`config.mk`:
```
export PLATFORM = sky130hd
export DESIGN_NAME = bip_control
export DESIGN_NICKNAME = d
export VERILOG_FILES = /design/src/rtl/bip_control.sv
export SDC_FILE = /design/constraint.sdc
export NUM_CORES = 1
export LEC_CHECK = 0
export CAP_MARGIN = 0
export CORE_ASPECT_RATIO = 2
export CORE_MARGIN = 8
export CORE_UTILIZATION = 38
export DETAILED_ROUTE_END_ITERATION = 6
export PLACE_DENSITY = 0.76
export SYNTH_ARGS = -nofsm -noshare
export SYNTH_HDL_FRONTEND = slang
export SYNTH_SLANG_ARGS = --single-unit
```
`constraint.sdc`:
```
create_clock -name clk -period 1.7 [get_ports clk]
set_input_delay 0.255 -clock clk [delete_from_list [all_inputs] [get_ports clk]]
set_output_delay 0.255 -clock clk [all_outputs]
set_load 0.005 [all_outputs]
```
`src/rtl/bip_control.sv`:
```
// BIP instruction sequencer: program counter, single-cycle decode into datapath
// and data-memory controls, start/halt handshake and saturating RUN-cycle counter.
module bip_control #(
   parameter int PC_WIDTH     = 11,
   parameter int OPCODE_WIDTH = 5,
   parameter int INSTR_WIDTH  = 16,
   parameter int CNT_WIDTH    = 16
) (
   input  logic                   clk,
   input  logic                   rst,
   input  logic                   i_start,
   input  logic [INSTR_WIDTH-1:0] i_instruction,
   output logic [PC_WIDTH-1:0]    o_pc,
   output logic [PC_WIDTH-1:0]    o_operand,
   output logic [1:0]             o_sel_a,
   output logic                   o_sel_b,
   output logic                   o_write_acc,
   output logic                   o_operation,
   output logic                   o_wr_ram,
   output logic                   o_rd_ram,
   output logic                   o_halted,
   output logic [CNT_WIDTH-1:0]   o_cycle_count,
   output logic [1:0]             o_state
);

   typedef enum logic [1:0] {
      ST_IDLE = 2'd0,
      ST_RUN  = 2'd1,
      ST_HALT = 2'd2
   } state_t;

   localparam logic [OPCODE_WIDTH-1:0] OP_HLT  = 5'b00000;
   localparam logic [OPCODE_WIDTH-1:0] OP_STO  = 5'b00001;
   localparam logic [OPCODE_WIDTH-1:0] OP_LD   = 5'b00010;
   localparam logic [OPCODE_WIDTH-1:0] OP_LDI  = 5'b00011;
   localparam logic [OPCODE_WIDTH-1:0] OP_ADD  = 5'b00100;
   localparam logic [OPCODE_WIDTH-1:0] OP_ADDI = 5'b00101;
   localparam logic [OPCODE_WIDTH-1:0] OP_SUB  = 5'b00110;
   localparam logic [OPCODE_WIDTH-1:0] OP_SUBI = 5'b00111;

   localparam logic [CNT_WIDTH-1:0] CNT_MAX = {CNT_WIDTH{1'b1}};

   state_t                state_q, state_d;
   logic [PC_WIDTH-1:0]   pc_q, pc_d;
   logic [CNT_WIDTH-1:0]  cnt_q, cnt_d;
   logic [OPCODE_WIDTH-1:0] opcode;

   assign opcode        = i_instruction[INSTR_WIDTH-1:INSTR_WIDTH-OPCODE_WIDTH];
   assign o_operand     = i_instruction[PC_WIDTH-1:0];
   assign o_pc          = pc_q;
   assign o_cycle_count = cnt_q;
   assign o_halted      = (state_q == ST_HALT);
   assign o_state       = state_q;

   always_ff @(posedge clk) begin
      if (!rst) begin
         state_q <= ST_IDLE;
         pc_q    <= '0;
         cnt_q   <= '0;
      end else begin
         state_q <= state_d;
         pc_q    <= pc_d;
         cnt_q   <= cnt_d;
      end
   end

   always_comb begin
      state_d     = state_q;
      pc_d        = pc_q;
      cnt_d       = cnt_q;
      o_sel_a     = 2'd0;
      o_sel_b     = 1'b0;
      o_write_acc = 1'b0;
      o_operation = 1'b0;
      o_wr_ram    = 1'b0;
      o_rd_ram    = 1'b0;

      case (state_q)
         ST_IDLE: begin
            if (i_start) state_d = ST_RUN;
         end
         ST_RUN: begin
            // The HLT cycle itself is counted; the PC stays on the HLT address.
            if (cnt_q != CNT_MAX) cnt_d = cnt_q + 1'b1;
            if (opcode == OP_HLT) begin
               state_d = ST_HALT;
            end else begin
               pc_d = pc_q + 1'b1;
            end
            case (opcode)
               OP_STO: o_wr_ram = 1'b1;
               OP_LD: begin
                  o_write_acc = 1'b1;
                  o_rd_ram    = 1'b1;
               end
               OP_LDI: begin
                  o_write_acc = 1'b1;
                  o_sel_a     = 2'd1;
               end
               OP_ADD: begin
                  o_write_acc = 1'b1;
                  o_sel_a     = 2'd2;
                  o_rd_ram    = 1'b1;
               end
               OP_ADDI: begin
                  o_write_acc = 1'b1;
                  o_sel_a     = 2'd2;
                  o_sel_b     = 1'b1;
               end
               OP_SUB: begin
                  o_write_acc = 1'b1;
                  o_sel_a     = 2'd2;
                  o_operation = 1'b1;
                  o_rd_ram    = 1'b1;
               end
               OP_SUBI: begin
                  o_write_acc = 1'b1;
                  o_sel_a     = 2'd2;
                  o_sel_b     = 1'b1;
                  o_operation = 1'b1;
               end
               default: ;
            endcase
         end
         ST_HALT: ;
         default: state_d = ST_IDLE;
      endcase
   end

endmodule

```
# --- Yosys cells after proc, flatten, opt, wreduce, memory -nomap -nowiden ---
# Index checks and enable logic that the tools add are counted.
op_classes:
  bitwise: 2
  n_eq_ne: 12
  n_reduce_logical: 10
  n_mux: 15
  add_sub_neg: 2
ops:
  columns: ["cell", "n"]
  rows:
  - ["5-bit by 3-bit == test with 1-bit output (second input constant)", 4]
  - ["16-bit by 1-bit adder with 16-bit output (second input constant)", 1]
  - ["16-bit != test (second input constant)", 1]
  - ["11-bit by 1-bit adder with 11-bit output (second input constant)", 1]
  - ["5-bit by 2-bit == test with 1-bit output (second input constant)", 2]
  - ["1-bit two-way mux", 10]
  - ["2-bit two-way mux", 3]
  - ["2-bit case mux with 3 select lines", 1]
  - ["6-bit OR reduction", 1]
  - ["5-bit by 1-bit == test with 1-bit output (second input constant)", 1]
  - ["5-bit zero test", 1]
  - ["2-bit != test (second input constant)", 2]
  - ["2-bit case mux with 2 select lines", 1]
  - ["2-bit AND reduction", 2]
  - ["2-bit OR reduction", 2]
  - ["4-bit OR reduction", 1]
  - ["3-bit AND reduction", 1]
  - ["3-bit OR reduction", 1]
  - ["2-bit by 1-bit == test with 1-bit output (second input constant)", 1]
  - ["2-bit == test (second input constant)", 1]
  - ["2-bit zero test", 1]
  - ["1-bit inverter", 2]
word_totals:
  word_cells: 44
  in_bits: 19
  out_inout_bits: 48
  ff_bits: 29

# --- Logic depth before layout (Yosys ltp) ---
logic_depth:
  ltp_word: 4
  ltp_mapped: 6
  mapped_depth_nobuf: 5

# --- Worst setup path before layout ---
# Ideal clock, no wire load.
synth_path:
  path_kind: "reg2reg"
  from: "reg cnt_q[0], in the netlist o_cycle_count[0]"
  to: "reg cnt_q[10], in the netlist o_cycle_count[10]"
  stages_incl_launch_ff: 6
  synth_period_minus_slack_ps: 1666
  t_arrival_ps: 1596
  n_path_buf: 0
  setup_ps: 70
  required_ps: 1630
  slack_ps: 34
  cell_sequence: "dfxtp_1 > ha_1 > nand3_1 > or3_1 > or3_1 > a21oi_1"
synth_via:
  elab_chain_cells: 2
  elab_cells_between_ends: 3
  cone_classes: "add/sub (1); eq/ne (1); reduce/logical (1)"
synth_rtl:
  columns: ["element", "line", "source"]
  rows:
  - ["start: declaration", "45", "logic [CNT_WIDTH-1:0] cnt_q, cnt_d;"]
  - ["start signal: assignment", "63", "cnt_q <= cnt_d;"]
  - ["parallel branches: the longest is 2 deep, another holds 16-bit by 1-bit adder with 16-bit output", null, null]
# Parallel ways; which one is timed is not known.
# A chain may end at the register's enable or synchronous reset.

# --- Final worst setup path ---
layout_path:
  from: "reg state_q[1], in the netlist o_state[1]"
  to: "reg cnt_q[13], in the netlist o_cycle_count[13]"
layout_via:
  elab_chain_cells: 2
layout_rtl:
  columns: ["element", "line", "source"]
  rows:
  - ["start: declaration", "43", "state_t state_q, state_d;"]
  - ["start signal: assignment", "61", "state_q <= state_d;"]
  - ["2-bit by 1-bit == test with 1-bit output", "78", "case (state_q)"]
  - ["2-bit AND reduction (no line)", null, null]
# No other way between the ends.

==> impl_metrics.prom <==
# TYPE chip_impl_metric gauge
chip_impl_info{name="status",value="finished, final reports clean"} 1
chip_impl_metric{name="gr-usage-all-layers",unit=""} 0.155
chip_impl_metric{name="detail_route.first_pass.iterations",unit=""} 4
chip_impl_metric{name="fin_crit_sh",unit=""} 0.993
chip_impl_metric{name="postRouteAntennaNets",unit=""} 0
chip_impl_info{name="ctsRootBufferMaster",value="clkbuf_8"} 1
chip_impl_metric{name="final_max_slew_viol_count",unit=""} 0
chip_impl_metric{name="syn_inst",unit=""} 186
chip_impl_metric{name="detail_route.wl_per_cell",unit="um"} 16.6
chip_impl_metric{name="insertedDiodeCount",unit=""} 0
chip_impl_metric{name="routed-via-count",unit=""} 1806
chip_impl_metric{name="port_buffer_count",unit=""} 44
chip_impl_metric{name="power.leakage",unit="uW"} 0.000984
chip_impl_metric{name="synth.cell_area",unit="um2"} 1590
chip_impl_metric{name="antenna_found_initial",unit=""} 0
chip_impl_metric{name="detail_route.vias_per_cell",unit=""} 5.56
chip_impl_metric{name="hold_path_depth",unit=""} 2
chip_impl_metric{name="global_route_wire_length_before_repair",unit="um"} 7910
chip_impl_metric{name="yosys_top_cell_area_share",unit=""} 0.365
chip_impl_metric{name="postRouteWirelength",unit="um"} 5390
chip_impl_metric{name="pwr_density_cell",unit="nW/um2"} 602
chip_impl_info{name="r2r_end",value="o_cycle_count[13]"} 1
chip_impl_metric{name="synth_edf_count",unit=""} 0
chip_impl_metric{name="first_global_vias",unit=""} 1769
chip_impl_metric{name="regToRegSetupSlack",unit="ps"} 10
chip_impl_metric{name="layoutNonFillerInstCount",unit=""} 325
chip_impl_metric{name="cp.arrival",unit="ps"} 1900
chip_impl_metric{name="setup_viol",unit=""} 0
chip_impl_info{name="r2r-start",value="o_state[1]"} 1
chip_impl_metric{name="max_fo_critical_path",unit=""} 6
chip_impl_info{name="synth_top_cells_by_area",value="dfxtp_1 37%, a21oi_1 5.4%, buf_4 5.2%"} 1
chip_impl_metric{name="hold_viol",unit=""} 0
chip_impl_metric{name="vdd_ir_drop_max",unit="mV"} 0.676
chip_impl_metric{name="finalNetCount",unit=""} 293
chip_impl_metric{name="finalWeightedCongestion",unit=""} 0.878
chip_impl_metric{name="cts-root-to-sink-buffers",unit=""} 2
chip_impl_metric{name="required",unit="ps"} 1920
chip_impl_metric{name="grt_overflow",unit=""} 0
chip_impl_metric{name="worst-r2r-cell-count",unit=""} 6
chip_impl_metric{name="ys_types",unit=""} 43
chip_impl_metric{name="std_cell_rows",unit=""} 33
chip_impl_metric{name="tightest_slew",unit="ps"} 405
chip_impl_metric{name="final.setup_skew",unit="ps"} 6.87
chip_impl_metric{name="dpl.cell_count",unit=""} 306
chip_impl_metric{name="slew_margin_rel",unit=""} 0.729
chip_impl_metric{name="post_synth.cell_area_avg",unit="um2"} 8.55
chip_impl_info{name="synth.top_cells.by_count",value="29 x dfxtp_1, 17 x a21oi_1, 12 x nand2_1, 11 x buf_4"} 1
chip_impl_metric{name="yosysWarnings",unit=""} 0
chip_impl_metric{name="synthToLayoutAreaGrowth",unit="%"} 61.0
chip_impl_metric{name="tritoncts_buffers",unit=""} 5
chip_impl_info{name="worst_hold_startpoint",value="o_pc[10]"} 1
chip_impl_metric{name="synth-seq-area-share",unit=""} 0.365
chip_impl_metric{name="synthArstFlopShare",unit=""} 0
chip_impl_metric{name="max_cap_viol_count",unit=""} 0
chip_impl_metric{name="post_route_cells_drive_above_1_share",unit=""} 0.341
chip_impl_info{name="dominantRegCellSynth",value="dfxtp_1"} 1
chip_impl_info{name="critical_path.endpoint_type",value="flop"} 1
chip_impl_metric{name="die_y_extent",unit="um"} 107
chip_impl_metric{name="stdcell_area",unit="um2"} 2560
chip_impl_metric{name="pin_count_of_the_biggest_net_entering_global_routing",unit=""} 14
chip_impl_metric{name="dieArea",unit="um2"} 6640
chip_impl_metric{name="ioPinCount",unit=""} 67
chip_impl_metric{name="worst_setup_hold_path_clk_slew",unit="ps"} 60
chip_impl_info{name="setup_repair_after_global_routing_missed_its_margin",value="true"} 1
chip_impl_metric{name="placed_area",unit="um2"} 2270
chip_impl_metric{name="ctsHtreeMaxLevel",unit=""} 2
chip_impl_metric{name="dp.final_hpwl",unit="um"} 3770
chip_impl_metric{name="fmax",unit="MHz"} 592
chip_impl_info{name="hold_path.class",value="reg -> reg"} 1
chip_impl_metric{name="hold-worst-slack",unit="ps"} 493
chip_impl_metric{name="worstSkewPairLatency",unit="ps"} 280
chip_impl_info{name="post-synth-top-count-cell",value="dfxtp_1"} 1
chip_impl_metric{name="period_minus_slack",unit="ps"} 1690
chip_impl_metric{name="post-route-drc-count",unit=""} 0
chip_impl_metric{name="syn-num-nets",unit=""} 207
chip_impl_info{name="setup.worst_path.class",value="reg -> reg"} 1
chip_impl_info{name="tritoncts",value="done"} 1
chip_impl_metric{name="core-area",unit="um2"} 4050
chip_impl_metric{name="initialDrtViolationCount",unit=""} 68
chip_impl_metric{name="die_w",unit="um"} 61.7
chip_impl_metric{name="clkSinkCount",unit=""} 29
chip_impl_info{name="cell_taking_the_most_area_after_synthesis",value="dfxtp_1"} 1
chip_impl_info{name="crit_path_start_kind",value="flop"} 1
chip_impl_metric{name="initial_utilization",unit=""} 0.393
chip_impl_metric{name="p_total",unit="uW"} 1540
chip_impl_metric{name="postSynthRegisterBits",unit=""} 29
chip_impl_info{name="timing.hold.worst_endpoint",value="o_pc[10]"} 1
-- kinds of logic (layout without fill, tap and decap cells) --
kind of cell | Yosys count | in the layout | share of synthesized area
flip-flops | 29 | 29 | 0.365
multiplexers | 1 | 1 | 0.00629
AND/OR/NAND/NOR | 75 | 75 | 0.274
XOR/XNOR | 3 | 3 | 0.0165
AO/OA/AOI/OAI | 51 | 52 | 0.225
buffers and inverters | 25 | 111 | 0.0976
adder cells (fa/ha/maj) | 2 | 2 | 0.0157
-- report_power, final --
group	total (uW)	internal [uW]	switching, uW
sequential	705	692	12.9
clock	643	366	277
combinational	192	102	89.6
-- placed cells by master, fill, tap and decap left out, types with 2 or more instances in the layout --
master and count:
a21oi_1 14, a21oi_2 3, a31oi_1 2, and2_1 2, and3_1 4, and4_1 2
buf_2 8, buf_4 45, buf_6 4, clkbuf_8 7, clkdlybuf4s50_1 33, dfxtp_1 25
dfxtp_2 4, dlymetal6s2s_1 3, inv_1 9, nand2_1 11, nand3_1 8, nand4_1 4
nor2_1 10, nor3b_2 2, nor4_1 2, o2111ai_4 2, o211ai_1 3, o21a_1 2
o21ai_0 7, o21ai_1 3, o31ai_1 10, or3_1 6, or3_4 2, or4_1 8
or4_4 2, xor2_1 3
-- stage by stage --
| step | utilization | setup TNS [ps] | worst slack, ps |
|---|---|---|---|
| floorplan | - | 0 | 33.9 |
| global placement | 0.562 | -4570 | -388 |
| detailed placement | 0.562 | -5070 | -419 |
| CTS | 0.594 | -5.14 | -5.14 |
| global route | 0.633 | -174 | -33.2 |
| finish | 0.633 | 0 | 11.3 |
-- critical path, stage by stage, from the launching register on --
cell	delay [ps]
dfxtp_2	320
buf_6	110
and2b_4	300
buf_6	130
o41ai_4	100
or4_1	540
a21oi_1	130
-- sequential cells by signal (all words and copies together), names as in the netlist --
signal,count
o_state,2
o_pc,11
o_cycle_count,16
-- worst max path at each step --
stage / end / slack [ps] / depth (start not counted) / startpoint
3_5_place_dp: o_sel_a[0] / -420 / 5 / i_instruction[15]
3_3_place_gp: o_sel_a[0] / -390 / 5 / i_instruction[15]
2_1_floorplan: o_cycle_count[10] / 30 / 5 / o_cycle_count[0]
6_report: o_cycle_count[13] / 10 / 6 / o_state[1]
4_1_cts: o_pc[5] / -5 / 5 / i_instruction[15]
5_1_grt: o_cycle_count[13] / -30 / 6 / o_state[1]
-- metal layers --
metal	global-route usage	routed length [um]
met2	0.308	3220
met4	0.0854	121
met5	0	0
met1	0.128	1810
met3	0.0287	238
-- area by class of cell --
class | count | area [um2]
Clock buffer | 7 | 96.3
Clock inverter | 1 | 5.00
Fill cell | 357 | 1490
Inverter | 9 | 33.8
Multi-Input combinational cell | 133 | 975
Sequential cell | 29 | 586
Tap cell | 52 | 65.1
Timing Repair Buffer | 94 | 800
-- what timing repair did --
action,CTS,global route
hold buffers,0,0
endpoints found under the setup margin,10,26
cloned,0,2
pin swaps,3,13
gates resized for setup,37,25
setup buffers,4,5
No activity file was read; power rests on OpenSTA's default activity.
